--- src/rtl/stream_merge_2to1.sv ---
// Two-input round-robin stream merger with a single registered output beat,
// source tagging and per-channel accept counters.
module stream_merge_2to1 #(
  parameter int unsigned WIDTH = 8,
  parameter int unsigned CNT_W = 16
) (
  input  logic             clk,
  input  logic             rst_n,
  input  logic             in0_valid,
  input  logic [WIDTH-1:0] in0_data,
  output logic             in0_ready,
  input  logic             in1_valid,
  input  logic [WIDTH-1:0] in1_data,
  output logic             in1_ready,
  output logic             out_valid,
  output logic [WIDTH-1:0] out_data,
  output logic             out_src,
  input  logic             out_ready,
  output logic [CNT_W-1:0] cnt0,
  output logic [CNT_W-1:0] cnt1
);

  logic             prio;
  logic             load_en;
  logic             acc0;
  logic             acc1;

  logic             out_valid_nxt;
  logic [WIDTH-1:0] out_data_nxt;
  logic             out_src_nxt;
  logic             prio_nxt;
  logic [CNT_W-1:0] cnt0_nxt;
  logic [CNT_W-1:0] cnt1_nxt;

  // Output register can load when empty or being drained this cycle
  assign load_en   = !out_valid || out_ready;
  assign in0_ready = load_en && (!prio || !in1_valid);
  assign in1_ready = load_en && (prio || !in0_valid);
  assign acc0      = in0_valid && in0_ready;
  assign acc1      = in1_valid && in1_ready;

  // Next-state: accept replaces the held beat, otherwise a drain empties it
  always_comb begin
    out_valid_nxt = out_valid;
    out_data_nxt  = out_data;
    out_src_nxt   = out_src;
    prio_nxt      = prio;
    cnt0_nxt      = cnt0;
    cnt1_nxt      = cnt1;
    if (acc0) begin
      out_valid_nxt = 1'b1;
      out_data_nxt  = in0_data;
      out_src_nxt   = 1'b0;
      prio_nxt      = 1'b1;
      cnt0_nxt      = cnt0 + CNT_W'(1);
    end else if (acc1) begin
      out_valid_nxt = 1'b1;
      out_data_nxt  = in1_data;
      out_src_nxt   = 1'b1;
      prio_nxt      = 1'b0;
      cnt1_nxt      = cnt1 + CNT_W'(1);
    end else if (out_ready) begin
      out_valid_nxt = 1'b0;
    end
  end

  always_ff @(posedge clk) begin
    if (!rst_n) begin
      out_valid <= 1'b0;
      out_data  <= '0;
      out_src   <= 1'b0;
      prio      <= 1'b0;
      cnt0      <= '0;
      cnt1      <= '0;
    end else begin
      out_valid <= out_valid_nxt;
      out_data  <= out_data_nxt;
      out_src   <= out_src_nxt;
      prio      <= prio_nxt;
      cnt0      <= cnt0_nxt;
      cnt1      <= cnt1_nxt;
    end
  end

endmodule

--- config.mk ---
export PLATFORM = sky130hd
export DESIGN_NAME = stream_merge_2to1
export DESIGN_NICKNAME = d
export VERILOG_FILES = /design/src/rtl/stream_merge_2to1.sv
export SDC_FILE = /design/constraint.sdc
export NUM_CORES = 1
export LEC_CHECK = 0
export BUFFER_PORTS_ARGS = -buffer_cell sky130_fd_sc_hd__buf_2
export CORE_MARGIN = 4
export CORE_UTILIZATION = 29
export CTS_CLUSTER_DIAMETER = 50
export CTS_CLUSTER_SIZE = 30
export DETAILED_ROUTE_END_ITERATION = 6
export HOLD_SLACK_MARGIN = 0.05
export RECOVER_POWER = 25
export SYNTH_ARGS = -nofsm -noshare
export SYNTH_HDL_FRONTEND = slang
export SYNTH_SLANG_ARGS = --single-unit
export TNS_END_PERCENT = 10
--- constraint.sdc ---
create_clock -name clk -period 2 [get_ports clk]
set_input_delay 0.1 -clock clk [delete_from_list [all_inputs] [get_ports clk]]
set_output_delay 0.1 -clock clk [all_outputs]
set_load 0.01 [all_outputs]
### After elaboration in Yosys (flattened, before gate mapping)

Index checks and enable logic that the tools add are counted.
Widths: inputs -> output; s select.

| cells by class | value |
|---|---|
| $add $sub $neg | 2 |
| muxes and demuxes | 7 |
| bitwise operators | 2 |
| reductions and logical operators | 15 |

Operators with widths:

| kind | number |
|---|---|
| $add 16x1->16 const B | 2 |
| $mux 8 | 2 |
| $mux 1 | 5 |
| $logic_and 1x1->1 | 4 |
| $logic_not 1->1 | 4 |
| $logic_or 1x1->1 | 3 |
| $reduce_bool 3->1 | 1 |
| $not 1->1 | 2 |
| $reduce_and 2->1 | 1 |
| $reduce_bool 2->1 | 1 |
| $reduce_or 2->1 | 1 |

| word-level totals | value |
|---|---|
| flip-flop bits (word level) | 43 |
| input port bits | 21 |
| output and inout bits | 44 |
| word-level logic and storage cells | 32 |

### Logic depth before layout (Yosys ltp)

| depth | value |
|---|---|
| depth in word-level cells | 6 |
| gate-level depth with buffers | 6 |

### Worst setup path before layout

OpenSTA, ideal clock, no wires.

| timing | value |
|---|---|
| kind | register to register |
| start | reg cnt1[3] |
| end | reg cnt1[9] |
| library setup time | 70 ps |
| arrival | 1483 ps |
| path slack | 447 ps |
| cell stages (with the launch flop) | 6 |
| clock period less this slack | 1553 ps |
| path through | dfxtp_1 nand4_1 or2_4 buf_6 or4_1 a21oi_1 |

| on the way | value |
|---|---|
| word-level cells in the longest chain between the ends | 1 |

RTL lines:

| item | RTL line | source |
|---|---|---|
| start: declaration | 20 | `output logic [CNT_W-1:0] cnt1` |
| start signal: assignment | 81 | `cnt1 <= cnt1_nxt;` |
| $add 16x1->16 | 61 | `cnt1_nxt = cnt1 + CNT_W'(1);` |

No other way between the ends.
A chain may end at the register's enable or synchronous reset.

### Worst setup path after layout

| timing | value |
|---|---|
| start | reg out_valid |
| end | reg cnt0[13] |

| on the way | value |
|---|---|
| word-level cells in the longest chain between the ends | 4 |

RTL lines:

| item | RTL line | source |
|---|---|---|
| start: declaration | 15 | `output logic out_valid,` |
| start signal: assignment | 76 | `out_valid <= out_valid_nxt;` |
| $logic_not 1->1 | 36 | `assign load_en = !out_valid \|\| out_ready;` |
| $logic_or 1x1->1 | 36 |  |
| $logic_and 1x1->1 | 37 | `assign in0_ready = load_en && (!prio \|\| !in1_valid);` |
| $logic_and 1x1->1 | 39 | `assign acc0 = in0_valid && in0_ready;` |
| end signal: assignment | 80 | `cnt0 <= cnt0_nxt;` |
| end: declaration | 19 | `output logic [CNT_W-1:0] cnt0,` |

No other way between the ends.

==> flow_summary.json <==
{
  "timing.final.crit_share": 0.879,
  "required_ps": 2230,
  "fill_cells": 692,
  "path_clk_slew_ps": 80,
  "route.detailed.drc": 0,
  "dr.first_iter.drc_count": 120,
  "num-nets-final": 321,
  "cap_violations": 0,
  "ys_ff_latch": 43,
  "seq_area_um2": 861,
  "clk_latency_ps": 290,
  "yosys.area.top_type": "dfxtp_1",
  "crit_start": "out_valid",
  "place_hpwl_um": 3540,
  "min_period_ps": 1760,
  "first_pass_iters": 4,
  "syn_area_mm2": 0.00196,
  "grt_pass1_wl_um": 8420,
  "place_congestion": 0.744,
  "wl_um": 5040,
  "detail-route-antenna-nets": 0,
  "die_area_mm2": 0.00815,
  "pwr_density_cell_mw_per_mm2": 659,
  "postLayoutSetupSlackWorst_ps": 243,
  "cts_setup_buffers": 0,
  "clock_path_buffers": 2,
  "wire_per_inst_um": 13.4,
  "die_h_um": 90.3,
  "endpoint_kind": "flop",
  "cts_sinks": 43,
  "grt_max_degree": 33,
  "detailedPlace.worstSlack_ps": 265,
  "r2r.worst_path.cells": 5,
  "synth.distinct_cells": 34,
  "r2r_start": "out_valid",
  "rsz0062_at_grt": "no",
  "worst_hold_startpoint": "in1_data[0]",
  "cts_hold_buf": 5,
  "hold_path.class": "input pin to flop",
  "r2r_slack_ps": 240,
  "num_rows": 29,
  "ctsResizeCount": 0,
  "synthCells": 230,
  "drive_gt1_frac": 0.207,
  "critPathArrivalTime_ps": 1990,
  "first_global_vias": 1778,
  "synth_top_area_share": 0.438,
  "start_util": 0.304,
  "antenna_found_initial": 0,
  "cts_htree_levels": 2,
  "crit_fanout": 11,
  "avgSynthCellArea_um2": 8.54,
  "drv_slew": 0,
  "crit_type": "flop to flop",
  "dp_cells": 363,
  "antenna_cells": 0,
  "vias": 1886,
  "irDropWorstVdd_uv": 252,
  "ys_warn_count": 0,
  "synth.area.top_cells": "dfxtp_1, a21oi_1, nand2_1",
  "finClkSkew_ps": 7.35,
  "timing.rr.end": "cnt0[13]",
  "slew_headroom": 0.708,
  "port_buffers": 64,
  "ios": 65,
  "max_freq_mhz": 569,
  "chipWidth_um": 90.3,
  "fin_setup_tns_ps": 0,
  "finalSetupViolations": 0,
  "worst_setup_path_start_kind": "flop",
  "synth_seq_area_share": 0.438,
  "hold_viol": 0,
  "run_status": "completed",
  "hold_depth": 3,
  "grt_use_total": 0.124,
  "multi_input_area_mm2": 0.00102,
  "area_growth_pct": 25.2,
  "cts-root-buf": "clkbuf_8",
  "final_cells": 376,
  "via_per_inst": 5.02,
  "core_area_mm2": 0.00646,
  "hold_path_end": "out_data[0]",
  "max_slew.worst_pin.slew_ps": 439,
  "overflow": 0,
  "cts_tree": "yes",
  "synth_nets": 253,
  "leakagePower_nw": 0.929,
  "cts_buffers": 5,
  "p_total_mw": 1.62
}
## where the power goes
group / total [mW] / internal (mW) / switching (mW) / leakage, nW
clock: 0.544 / 0.246 / 0.298 / 0.0422
sequential: 0.903 / 0.883 / 0.0200 / 0.350
combinational: 0.173 / 0.0701 / 0.103 / 0.538
## area by class of cell
| cell class | count | share of cell area |
|---|---|---|
| inverters | 6 | 0.00916 |
| repair buffers | 73 | 0.153 |
| clock buffers | 7 | 0.0310 |
| flip-flops and latches | 43 | 0.350 |
| well taps | 77 | 0.0392 |
| multi-input cells | 169 | 0.416 |
| clock inverters | 1 | 0.00204 |
## cell usage in the layout, fill, tap and decap left out
cell type	Yosys	layout
clkinv_2	0	1
or3_2	4	4
nand4b_1	2	2
nand3_4	1	1
dlygate4sd3_1	0	5
ha_1	2	2
or2_4	1	1
xnor2_1	2	2
or3_1	6	6
nor2_1	12	12
nor4_1	2	2
or4_1	8	8
clkbuf_8	0	5
or2b_1	1	1
inv_1	6	6
nand2b_1	2	2
o31a_1	1	1
buf_2	4	44
nand2_1	28	28
and2_1	2	2
a21oi_1	21	21
dfxtp_1	43	43
o21ai_0	18	18
and3_1	4	4
nand3_1	9	9
o21a_1	1	1
and4_4	1	1
clkbuf_1	7	22
and4_1	3	3
o31ai_1	8	8
mux2i_1	2	2
buf_4	0	4
a31oi_1	8	8
xor2_1	8	8
nand4_1	10	10
nand4_4	1	1
o211a_1	1	1
## per-layer routing
layer	vias to the layer above	routed length [µm]	track usage
met5	-	0	0
met4	0	56	0.0383
met3	5	283	0.0417
met2	44	2310	0.201
met1	862	2380	0.157
li1	975	-	-
## synth_stat cells, drive strengths merged
| cell | n |
|---|---|
| dfxtp | 43 |
| nand2 | 28 |
| a21oi | 21 |
| o21ai | 18 |
| nor2 | 12 |
| nand4 | 11 |
| nand3 | 10 |
| or3 | 10 |
| a31oi | 8 |
| o31ai | 8 |
| or4 | 8 |
| xor2 | 8 |
| clkbuf | 7 |
| inv | 6 |
| buf | 5 |
| and3 | 4 |
| and4 | 4 |
| and2 | 2 |
| ha | 2 |
| mux2i | 2 |
| nand2b | 2 |
| nand4b | 2 |
| nor4 | 2 |
| xnor2 | 2 |
| o211a | 1 |
| o21a | 1 |
| o31a | 1 |
| or2 | 1 |
| or2b | 1 |
## kinds of logic (layout without fill, tap and decap cells)
group                    count (synthesis)  count (layout)  synth area share
buffers and inverters                   18              87            0.0408
AO/OA/AOI/OAI                           58              58             0.169
XOR/XNOR                                10              10            0.0446
multiplexers                             2               2            0.0102
flip-flops                              43              43             0.438
adder cells (fa/ha/maj)                  2               2            0.0127
AND/OR/NAND/NOR                         97              97             0.284
## stage by stage
step,utilization,instance area [µm²],hold slack (ps)
after floorplan,-,1960,238
after global placement,0.364,2350,360
after detailed placement,0.364,2350,368
after CTS,0.385,2480,51.4
after global routing,0.381,2460,52.4
final,0.381,2460,58.9
## worst max-delay path, stage by stage (launching register included)
cell and delay [ps]:
dfxtp_1 320, nand2b_1 180, buf_4 180, nand4b_1 340, or4_1 520, a21oi_1 150
## registers in the layout, summed over array words and instances, names as in the netlist
| signal | count |
|---|---|
| out_valid | 1 |
| out_src | 1 |
| out_data | 8 |
| cnt1 | 16 |
| prio | 1 |
| cnt0 | 16 |
## worst max-delay path by stage
stage | to | slack [ps] | depth (start not counted)
after floorplan | cnt1[9] | 450 | 5
after global placement | cnt0[13] | 330 | 5
after detailed placement | cnt0[13] | 270 | 5
after CTS | cnt0[13] | 240 | 5
after global routing | cnt0[13] | 50 | 5
final | cnt0[13] | 240 | 5
Note: power is estimated with default switching activity, not from simulation.
